`src/rtl/uart_tx_rr_sched.sv`:
```
// Round-robin arbiter feeding one UART transmit engine from NUM_REQ byte streams.
// A grant lasts one whole packet; an idle gap and a per-byte watchdog follow it.
module uart_tx_rr_sched #(
  parameter int NUM_REQ      = 4,
  parameter int TIMEOUT_BITS = 16
) (
  input  logic                   sys_clk_i,
  input  logic                   rst_n_i,
  input  logic [NUM_REQ-1:0]     req_valid_i,
  input  logic [8*NUM_REQ-1:0]   req_data_i,
  input  logic [NUM_REQ-1:0]     req_last_i,
  output logic [NUM_REQ-1:0]     req_ready_o,
  input  logic [15:0]            baud_cnt_max,
  input  logic [3:0]             gap_bits_i,
  output logic                   tx_start_o,
  output logic [7:0]             tx_data_o,
  input  logic                   tx_done_i,
  output logic [NUM_REQ-1:0]     grant_o,
  output logic                   busy_o,
  output logic                   timeout_o
);

  localparam int IW = (NUM_REQ > 1) ? $clog2(NUM_REQ) : 1;

  typedef enum logic [2:0] {S_IDLE, S_LOAD, S_WAIT_DONE, S_HOLD, S_GAP} state_t;

  state_t                  r_state, w_state_nxt;
  logic [IW-1:0]           r_ptr, r_gidx;
  logic [NUM_REQ-1:0]      r_grant;
  logic [7:0]              r_data;
  logic                    r_last;
  logic [19:0]             r_wd, r_gap_cnt, r_gap_lim;

  logic [NUM_REQ-1:0][7:0] w_bytes;
  logic [IW:0]             w_sum;
  logic [IW-1:0]           w_pick;
  logic                    w_pick_ok;
  logic [NUM_REQ-1:0]      w_pick_oh;
  logic                    w_gvalid, w_glast;
  logic [7:0]              w_gbyte;
  logic [19:0]             w_bcm, w_wd_lim, w_gap_lim;
  logic                    w_wd_hit, w_gap_done;
  logic                    w_take, w_load, w_fin, w_release, w_timeout;

  assign w_bytes = req_data_i;

  // Scan ptr+1, ptr+2, ... with wraparound; first valid requester wins.
  always_comb begin
    w_pick_ok = 1'b0;
    w_pick    = '0;
    w_sum     = '0;
    w_pick_oh = '0;
    for (int i = 1; i <= NUM_REQ; i++) begin
      w_sum = {1'b0, r_ptr} + (IW+1)'(i);
      if (w_sum >= (IW+1)'(NUM_REQ)) w_sum = w_sum - (IW+1)'(NUM_REQ);
      if (!w_pick_ok && req_valid_i[w_sum[IW-1:0]]) begin
        w_pick_ok = 1'b1;
        w_pick    = w_sum[IW-1:0];
      end
    end
    for (int k = 0; k < NUM_REQ; k++) w_pick_oh[k] = (w_pick == IW'(k));
  end

  assign w_gvalid = |(req_valid_i & r_grant);
  assign w_glast  = |(req_last_i & r_grant);
  assign w_gbyte  = w_bytes[r_gidx];

  assign w_bcm      = (baud_cnt_max == 16'd0) ? 20'd1 : {4'd0, baud_cnt_max};
  assign w_wd_lim   = 20'(TIMEOUT_BITS) * w_bcm;
  assign w_gap_lim  = {16'd0, gap_bits_i} * w_bcm;
  assign w_wd_hit   = (r_wd + 20'd1) >= w_wd_lim;
  assign w_gap_done = (r_gap_cnt + 20'd1) >= r_gap_lim;

  always_ff @(posedge sys_clk_i or negedge rst_n_i) begin
    if (!rst_n_i) r_state <= S_IDLE;
    else          r_state <= w_state_nxt;
  end

  always_comb begin
    w_state_nxt = r_state;
    w_take      = 1'b0;
    w_load      = 1'b0;
    w_fin       = 1'b0;
    w_timeout   = 1'b0;
    w_release   = 1'b0;
    case (r_state)
      S_IDLE: begin
        if (w_pick_ok) begin
          w_take      = 1'b1;
          w_state_nxt = S_LOAD;
        end
      end
      S_LOAD: w_state_nxt = S_WAIT_DONE;
      S_WAIT_DONE: begin
        // The watchdog wins over a done arriving in the same cycle.
        if (w_wd_hit) begin
          w_timeout = 1'b1;
          w_fin     = 1'b1;
        end else if (tx_done_i) begin
          if (r_last) begin
            w_fin = 1'b1;
          end else if (w_gvalid) begin
            w_load      = 1'b1;
            w_state_nxt = S_LOAD;
          end else begin
            w_state_nxt = S_HOLD;
          end
        end
      end
      S_HOLD: begin
        if (w_wd_hit) begin
          w_timeout = 1'b1;
          w_fin     = 1'b1;
        end else if (w_gvalid) begin
          w_load      = 1'b1;
          w_state_nxt = S_LOAD;
        end
      end
      S_GAP: begin
        if (w_gap_done) begin
          w_release   = 1'b1;
          w_state_nxt = S_IDLE;
        end
      end
      default: w_state_nxt = S_IDLE;
    endcase
    // A zero-length gap skips GAP entirely so the next grant comes one cycle sooner.
    if (w_fin) begin
      if (w_gap_lim == 20'd0) begin
        w_release   = 1'b1;
        w_state_nxt = S_IDLE;
      end else begin
        w_state_nxt = S_GAP;
      end
    end
  end

  always_ff @(posedge sys_clk_i or negedge rst_n_i) begin
    if (!rst_n_i) begin
      r_ptr     <= IW'(NUM_REQ-1);
      r_gidx    <= '0;
      r_grant   <= '0;
      r_data    <= '0;
      r_last    <= 1'b0;
      r_wd      <= '0;
      r_gap_cnt <= '0;
      r_gap_lim <= '0;
    end else begin
      if (w_take) begin
        r_grant <= w_pick_oh;
        r_gidx  <= w_pick;
        r_ptr   <= w_pick;
        r_data  <= w_bytes[w_pick];
      end
      if (w_load) r_data <= w_gbyte;
      case (r_state)
        S_LOAD: begin
          r_last <= w_glast;
          r_wd   <= '0;
        end
        S_WAIT_DONE, S_HOLD: r_wd      <= r_wd + 20'd1;
        S_GAP:               r_gap_cnt <= r_gap_cnt + 20'd1;
        default: ;
      endcase
      if (w_fin) begin
        r_gap_lim <= w_gap_lim;
        r_gap_cnt <= '0;
      end
      if (w_release) r_grant <= '0;
    end
  end

  assign tx_start_o  = (r_state == S_LOAD);
  assign req_ready_o = (r_state == S_LOAD) ? r_grant : '0;
  assign tx_data_o   = r_data;
  assign grant_o     = r_grant;
  assign busy_o      = (r_state != S_IDLE);
  assign timeout_o   = w_timeout;

endmodule

```
`config.mk`:
```
export PLATFORM = sky130hd
export DESIGN_NAME = uart_tx_rr_sched
export DESIGN_NICKNAME = d
export VERILOG_FILES = /design/src/rtl/uart_tx_rr_sched.sv
export SDC_FILE = /design/constraint.sdc
export NUM_CORES = 1
export LEC_CHECK = 0
export CORE_UTILIZATION = 31
export CTS_BUF_LIST = sky130_fd_sc_hd__clkbuf_8
export DETAILED_ROUTE_END_ITERATION = 16
export PLACE_DENSITY = 0.5
export SYNTH_ARGS = -nofsm -noshare
export SYNTH_HDL_FRONTEND = slang
export SYNTH_SLANG_ARGS = --single-unit
export TNS_END_PERCENT = 5
```
`constraint.sdc`:
```
create_clock -name sys_clk_i -period 3.74 [get_ports sys_clk_i]
set_input_delay 0.561 -clock sys_clk_i [delete_from_list [all_inputs] [get_ports sys_clk_i]]
set_output_delay 0.561 -clock sys_clk_i [all_outputs]
set_load 0.03 [all_outputs]
```
[Word level (Yosys, flattened, before mapping)]
Index checks and enable logic that the tools add are counted.
Word-level totals
  register bits after elaboration: 80
  latch bits: 0
  RAM bits: 0
  ROM bits: 0
  bits of input ports: 63
  logic and storage cells: 129
  memories: 0
Operators by class
  add/sub/neg operators: 10
  multiply operators: 1
  div/mod/pow operators: 0
  magnitude comparators: 12
  eq/ne operators: 14
  shifts and indexed selects: 0
  mux-type cells: 62
  bitwise gates (word level): 2
  reduce and logical (&&, ||, !) cells: 19
Operator list (number)
  $add 20x1->20 const B: 2
  $ge 20x20->1: 2
  $mux 20: 2
  $pmux 20 s2: 1
  $bmux 8 s2: 2
  $mux 8: 4
  $mux 3: 9
  $mux 1: 24
  $ne 3x3->1 const B: 7
  $logic_not 20->1: 1
  $mul 4x16->20: 1
  $lt 2x3->1 const B: 6
  $mux 2: 9
  $logic_not 16->1: 1
  $mux 16: 1
  $pmux 3 s5: 1
  $ge 3x3->1 const B: 4
  $mux 4: 3
  $and 4x4->4: 2
  $bmux 1 s2: 4
  $reduce_bool 2->1: 4
  $reduce_or 4->1: 2
  $sub 2x1->2 const B: 4
  $reduce_and 7->1: 1
  other kinds (15): 23

[Longest topological paths before layout]
  depth after elaboration: 19
  mapped depth: 19
  mapped depth without buffers: 18

[Worst setup path after synthesis]
OpenSTA, ideal clock, no wires.
  kind: input port to flip-flop
  start: input baud_cnt_max[10]
  end: register r_state[2]
  data arrival time: 4946 ps
  path slack: -1325 ps
  stages on the path: 18
  path buffers: 1
  cell sequence: or4_1 nor2_1 a31oi_1 inv_1 nand2_1 fa_1 fa_1 inv_1 ha_1 a211o_1 a221o_1 buf_6 a2111o_1 o21ai_2 xnor2_1 nand3_2 or4_1 and2_1
On the way
  longest elaborated chain between the ends: 7
Ends and longest elaborated chain
  start: declaration: RTL line 13  | input logic [15:0] baud_cnt_max,
  $logic_not 16->1: RTL line 68  | assign w_bcm = (baud_cnt_max == 16'd0) ? 20'd1 : {4'd0, baud_cnt_max};
  $mux 16 (*): RTL line 68
  branches (longest 5 deep; another with $mul 4x16->20)
  end signal: assignment: RTL line 76  | else r_state <= w_state_nxt;
  end: declaration: RTL line 27  | state_t r_state, w_state_nxt;
Every way passes the cells marked *.
A chain may end at the register's enable or synchronous reset.

[Worst setup path after layout]
  start: input baud_cnt_max[7]
  end: register r_grant[1] (netlist: grant_o[1])
On the way
  longest elaborated chain between the ends: 7
Ends and longest elaborated chain
  $logic_not 16->1: RTL line 68
  $mux 16 (*): RTL line 68
  $mul 4x16->20 / $ge 20x20->1 (equally long branches): RTL line 70, 71
  $logic_not 20->1 (tied with other cells): RTL line 129  | if (w_gap_lim == 20'd0) begin
  $mux 1 / $pmux 1 s2 (equally long branches): RTL line 129, 86
  $mux 1 (*): RTL line 128  | if (w_fin) begin
  $mux 4 / $reduce_bool 2->1 (equally long branches)
  end signal: assignment: RTL line 150  | r_grant <= w_pick_oh;
  end: declaration: RTL line 29  | logic [NUM_REQ-1:0] r_grant;
Every way passes the cells marked *; elsewhere a longest branch is shown, timed or not.

==> results.py <==
metrics = {
    "power": {
        "internal_power_mw": 2.78,
        "seqPwrFrac": 0.283,
        "powerDensity_mw_per_mm2": 496,
        "total_power_mw": 5.02,
        "irDropWorstVdd_v": 0.000300,
        "p_leak_nw": 4.97,
        "p_switching_mw": 2.24,
        "power_frac_comb": 0.589,
        "switching_share": 0.446,
        "clockPowerShare": 0.128,
    },
    "yosys": {
        "synth-compound-area-share": 0.164,
        "ys_types": 63,
        "synth-seq-cells": 80,
        "synthXorXnorAreaFrac": 0.0666,
        "avgSynthCellArea_sq_um": 8.21,
        "synthMuxAreaShare": 0.0474,
        "synth_edf_count": 0,
        "async_flop_share": 1.00,
        "synthesis.nets": 1081,
        "syn_inst": 927,
        "seq_area_frac_synth": 0.263,
        "ys_warn_count": 0,
        "synth-main-ff-cell": "dfrtp_1",
        "synth_area_sq_mm": 0.00761,
        "synth_fa_ha_area_frac": 0.177,
        "synth-simple-area-share": 0.212,
        "synth_top_family_by_area": "simple AND/OR/NAND/NOR gates",
    },
    "min_path": {
        "hp-class": "in2async",
    },
    "grt": {
        "grt_pass1_wl_mm": 35.1,
        "grt_overflow": 0,
        "track_usage": 0.178,
        "grt_pass1_vias": 7198,
        "antenna_found_initial": 0,
        "grt_max_degree": 53,
    },
    "critical_path": {
        "end_kind": "register",
        "r2r_slack_ps": -330,
        "start_kind": "input pin",
        "arrival_ps": 5080,
        "r2r-end": "grant_o[1]$_DFFE_PN0P_",
        "r2r_cells": 19,
        "path_class": "in2reg",
        "crit_fanout": 5,
        "worstPathRequired_ps": 4000,
        "reg2reg_from": "r_wd[1]$_DFFE_PN0P_",
    },
    "timing": {
        "fmax_ghz": 0.207,
        "period_minus_slack_ps": 4820,
        "setup_tns_ps": -9210,
        "worstMarginPinSlew_ps": 955,
        "period_share": 1.29,
        "rsz0062_at_grt": "yes",
        "slew_headroom": 0.361,
        "slew_viol_final": 0,
        "setup_ws_ps": -1080,
        "final-setup-viol-count": 17,
        "hold_viol_final": 0,
        "skew_ps": 19.1,
    },
    "placed_design": {
        "pre_cts_ws_ps": -2000,
        "placed_area_sq_mm": 0.00974,
        "dp_hpwl_mm": 16.1,
        "gp_congestion": 0.797,
        "numPortBuffers": 81,
    },
    "clock_network": {
        "clkSlewWorstSetupHoldPaths_ps": 100,
        "cts_buffers": 9,
        "htreeDepth": 3,
        "cts_tree": "yes",
        "cts_root_buf": "clkbuf_8",
        "hold_buffers": 0,
        "clk_path_buf_depth": 2,
        "numClockSinks": 80,
        "clock_latency_ps": 380,
    },
    "detailed_routing": {
        "viasPerCell": 4.84,
        "route.detailed.drc": 0,
        "wire_per_inst_microns": 14.2,
        "vias": 7029,
        "wl_mm": 20.6,
        "antenna_left": 0,
        "drtIter0Drc": 287,
        "firstDrtPassIters": 4,
    },
    "cells_and_area": {
        "final_nets": 1282,
        "layout-drive-gt1-share": 0.205,
        "n_antenna_cell": 0,
        "syn2layout_area_growth_pct": 33.1,
        "design_area_sq_mm": 0.0101,
        "final_util": 0.426,
    },
    "die": {
        "die_area_sq_mm": 0.0252,
        "die-height_microns": 159,
        "fp-row-count": 56,
        "io_pins": 82,
        "die_w_microns": 159,
        "core_area_sq_mm": 0.0238,
        "start_util": 0.320,
    },
    "status": {
        "outcome": "finished with violations",
        "violations": "setup timing",
    },
    "flow_run": {
        "drv_cap": 0,
    },
}
[synth_stat cells, types with 4 or more instances]
cell / number / area (sq um)
nand2_1: 128 / 480
inv_1: 103 / 387
dfrtp_1: 78 / 1950
nor2_1: 75 / 282
ha_1: 63 / 788
o21ai_0: 60 / 300
and2_1: 49 / 307
a21oi_1: 40 / 200
xor2_1: 33 / 289
clkbuf_1: 28 / 105
fa_1: 28 / 561
nand3_1: 26 / 130
xnor2_1: 23 / 201
a31oi_1: 13 / 81.3
a21o_1: 12 / 90.1
and3_1: 12 / 75.1
nor3_1: 11 / 55.1
o211ai_1: 11 / 82.6
mux2i_1: 9 / 90.1
nand4_1: 9 / 56.3
mux2_2: 8 / 90.1
mux4_2: 8 / 180
o31ai_1: 7 / 52.6
or3_1: 7 / 43.8
a2111oi_0: 5 / 43.8
nand2b_1: 5 / 31.3
o21a_1: 5 / 37.5
a211oi_1: 4 / 30.0
a22o_1: 4 / 35.0
a22oi_1: 4 / 30.0
buf_1: 4 / 15.0
nor2b_1: 4 / 25.0
nor4_1: 4 / 25.0
or4_1: 4 / 30.0
[per-layer routing]
layer,GRT usage,up-vias,share of wire
met1,0.229,3350,0.48
li1,-,3565,-
met3,0.0275,17,0.029
met5,0,-,0
met2,0.310,97,0.48
met4,0.0444,0,0.013
[worst max-delay path by stage]
stage | end | cells past startpoint | start
CTS | grant_o[1]$_DFFE_PN0P_ | 20 | baud_cnt_max[12]
detailed placement | grant_o[1]$_DFFE_PN0P_ | 20 | baud_cnt_max[5]
finish | grant_o[1]$_DFFE_PN0P_ | 20 | baud_cnt_max[7]
global route | grant_o[1]$_DFFE_PN0P_ | 20 | baud_cnt_max[7]
global placement | grant_o[1]$_DFFE_PN0P_ | 20 | baud_cnt_max[5]
floorplan | r_state[2]$_DFFE_PN0P_ | 16 | baud_cnt_max[5]
[cells by family (layout without fill, tap and decap cells)]
group | count (synthesis) | count (layout)
buf+inv | 137 | 343
fa+ha+maj | 91 | 91
simple gates | 343 | 343
xor+xnor | 57 | 57
mux | 25 | 25
compound gates | 194 | 194
flops | 80 | 80
[flip-flops by register name, summed over array words and instances, names as in the netlist, 2 cells and up]
name / cells
tx_data_o: 8
r_wd: 20
r_gap_lim: 20
r_ptr: 2
r_state: 3
r_gap_cnt: 20
r_gidx: 2
grant_o: 4
[cells in the final DEF, fill, tap and decap left out, types with 9 or more instances in the layout]
master and n:
clkdlybuf4s50_1 64, nor2_1 73, nor3_1 10, a31oi_1 11, xor2_1 33, dfrtp_1 78
nand3_1 26, and3_1 12, o211ai_1 11, fa_1 27, and2_1 48, buf_4 142
ha_1 62, inv_1 102, clkbuf_8 11, mux2i_1 9, o21ai_0 57, nand2_1 126
a21o_1 12, a21oi_1 39, nand4_1 9, xnor2_1 20
[what timing repair did]
| action | 4_1_cts | 5_1_grt |
|---|---|---|
| pin swaps | 31 | 18 |
| hold endpoints to repair | 0 | 0 |
| cloned | 0 | 0 |
| resized for setup | 82 | 9 |
| setup buffers | 4 | 1 |
| setup endpoints to repair | 55 | 56 |
[worst max-delay path, stage by stage]
cell and delay [ps]:
buf_6 90, or4_4 540, nor2_4 130, a31oi_4 100, inv_2 80, nand2_2 50
fa_1 450, fa_1 510, inv_1 50, ha_1 260, a211o_1 280, a221o_1 440
buf_6 170, a2111o_1 440, o21ai_4 100, a211o_2 180, nand3_2 100, o41ai_4 300
buf_4 190, nor3_4 40
[metrics by stage]
stage | hold WS, ps | cells
after floorplan | 265 | 927
after global placement | 464 | 1432
after detailed placement | 471 | 1432
after CTS | 268 | 1452
after global routing | 294 | 1452
final | 254 | 1452
[cell type report]
type / instances / area, sq um
fill: 2458 / 13600
multi-input combinational: 710 / 5270
sequential: 80 / 2000
timing repair buffer: 224 / 1880
tap: 319 / 399
inverter: 103 / 387
clock buffer: 11 / 151
clock inverter: 5 / 31.3
[power by group through the flow]
stage               registers [mW]  logic, mW  clock network [mW]
CTS                           1.42       2.98               0.676
detailed placement            1.44       2.88                   0
global placement              1.44       2.85                   0
finish                        1.42       2.96               0.643
global route                  1.47       3.33               0.698
floorplan                     1.45       1.78                   0
Power figures use the tool's default switching activity.
==> patch, RTL diff (same settings) <==
Encoding of `state_t`: now one-hot (5 bits for 5 states).
--- a/src/rtl/uart_tx_rr_sched.sv
+++ b/src/rtl/uart_tx_rr_sched.sv
@@ -22,7 +22,7 @@
 
   localparam int IW = (NUM_REQ > 1) ? $clog2(NUM_REQ) : 1;
 
-  typedef enum logic [2:0] {S_IDLE, S_LOAD, S_WAIT_DONE, S_HOLD, S_GAP} state_t;
+  typedef enum logic [4:0] {S_IDLE = 5'b00001, S_LOAD = 5'b00010, S_WAIT_DONE = 5'b00100, S_HOLD = 5'b01000, S_GAP = 5'b10000} state_t;
 
   state_t                  r_state, w_state_nxt;
   logic [IW-1:0]           r_ptr, r_gidx;
Formal check against the unedited RTL: no difference found for any inputs over 10 cycles, from zero or initial values and one cycle with rst_n_i low; not proved beyond that.
==> patch against the original RTL <==
- wire length is 1.6% lower
- total power increased by 13%
- worst setup slack gained 0.33 ns
- largest cell class unchanged
- count of clock-buffer cells in the layout unchanged
- cell area increased by 2.5%
- sequential power increased by 8%
- the flow still finishes with violations (negative setup slack)
- critical path type unchanged
- sequential cell count rose by 2
- area after synthesis grew 1.2%
==> patch: results (changes against the original RTL) <==
Outcome
  – Status: finished, violations left (unchanged)
  – Failing checks: negative setup slack (unchanged)

Timing
  – Setup violators final: 32 (was 17)
  – Hold WS: 0.224 ns (was 0.254 ns)
  – Max-Slew Margin vs Limit: 0.233 (was 0.361)
  – Fin Setup TNS: -7.78 ns (was -9.21 ns)
  – Worst Skew: 0.0139 ns (was 0.0191 ns)
  – Worst setup margin: -0.751 ns (was -1.08 ns)

Synthesis
  – Yosys cell types: 65 (was 63)
  – Synth Area in XOR/XNOR: 0.0682 (was 0.0666)
  – Synth Area in Adders: 0.175 (was 0.177)
  – Area contributors post-synth: dfrtp_1, ha_1, fa_1 (unchanged)
  – Top cells by count, synth: nand2_1, inv_1, nor2_1 (was nand2_1, inv_1, dfrtp_1)
  – Mux share of post-synthesis cell area: 0.0496 (was 0.0474)
  – Synth Instances: 936 (was 927)
  – Syn_nets: 1090 (was 1081)

Detailed routing
  – Via count: 7037 (was 7029)
  – Met2 WL: 9510 um (was 9840 um)
  – Final WL: 20200 um (was 20600 um)
  – Routed length on met1: 9940 um (was 9850 um)
  – Met3 WL post-DR: 603 um (was 602 um)

Power
  – Seq. pwr: 0.00153 W (was 0.00142 W)
  – Static leakage: 4.91 nW (was 4.97 nW)
  – Switching power: 0.00243 W (was 0.00224 W)
  – VDD IR max: 0.000474 V (was 0.000300 V)
  – Power consumption: 0.00566 W (was 0.00502 W)
  – Clock net power: 0.000674 W (was 0.000643 W)

Global routing
  – GRT met1 Usage: 0.228 (was 0.229)
  – Met3 usage in global routing: 0.0231 (was 0.0275)
  – GR Util All Layers: 0.171 (was 0.178)
  – Met2 GRT Util: 0.290 (was 0.310)

Setup path
  – CP startpoint: baud_cnt_max[8] (was baud_cnt_max[7])
  – FF-to-FF setup slack: -0.37 ns (was -0.33 ns)
  – Max incr delay on CP: 0.58 ns (was 0.54 ns)
  – Crit path max-delay family: simple AND/OR/NAND/NOR gates (was compound AO/OA/AOI/OAI gates)
  – Reg2reg path depth: 18 (was 19)
  – FF-to-FF Start: r_wd[0]$_DFFE_PN0P_ (was r_wd[1]$_DFFE_PN0P_)
  – R2r endpoint: grant_o[0]$_DFFE_PN0P_ (was grant_o[1]$_DFFE_PN0P_)

Cells and area
  – Layout Nets: 1302 (was 1282)
  – Fin cells: 1477 (was 1452)
  – Layout cell share with drive strength beyond 1: 0.214 (was 0.205)

Placed design
  – Dpl cells: 1442 (was 1432)
  – Post-DP HPWL: 15600 um (was 16100 um)
  – Post-place instance area: 0.00988 mm2 (was 0.00974 mm2)
  – Routability-driven placement congestion ratio: 0.800 (was 0.797)
  – Place WS: -1.62 ns (was -2.00 ns)
## patch: cell count changes in the layout (fill, tap and decap cells not counted), moves of 5 or more
cell / delta
nor2_1: +13
nor3_2: +6
o211ai_1: -6
a211oi_1: +10
nand2_1: -19
nand3_1: -7
a31oi_1: -6
buf_4: +5
o21ai_0: -5
a21oi_1: +27
nand2b_1: +7
## patch: area by class of cell
| type | count | area [um2] |
|---|---|---|
| Multi-Input combinational cell | 721 | 5380 |
| Fill cell | 2507 | 13900 |
| Timing Repair Buffer | 233 | 1950 |
| Sequential cell | 82 | 2060 |
| Inverter | 101 | 379 |
| Tap cell | 324 | 405 |
| Clock buffer | 11 | 151 |
| Clock inverter | 5 | 53.8 |
## patch: what timing repair did
item | 4_1_cts | 5_1_grt
gates resized for setup | 77 | 17
setup endpoints to repair | 56 | 56
setup buffers | 15 | 5
pin swaps | 34 | 21
gates cloned | 0 | 0
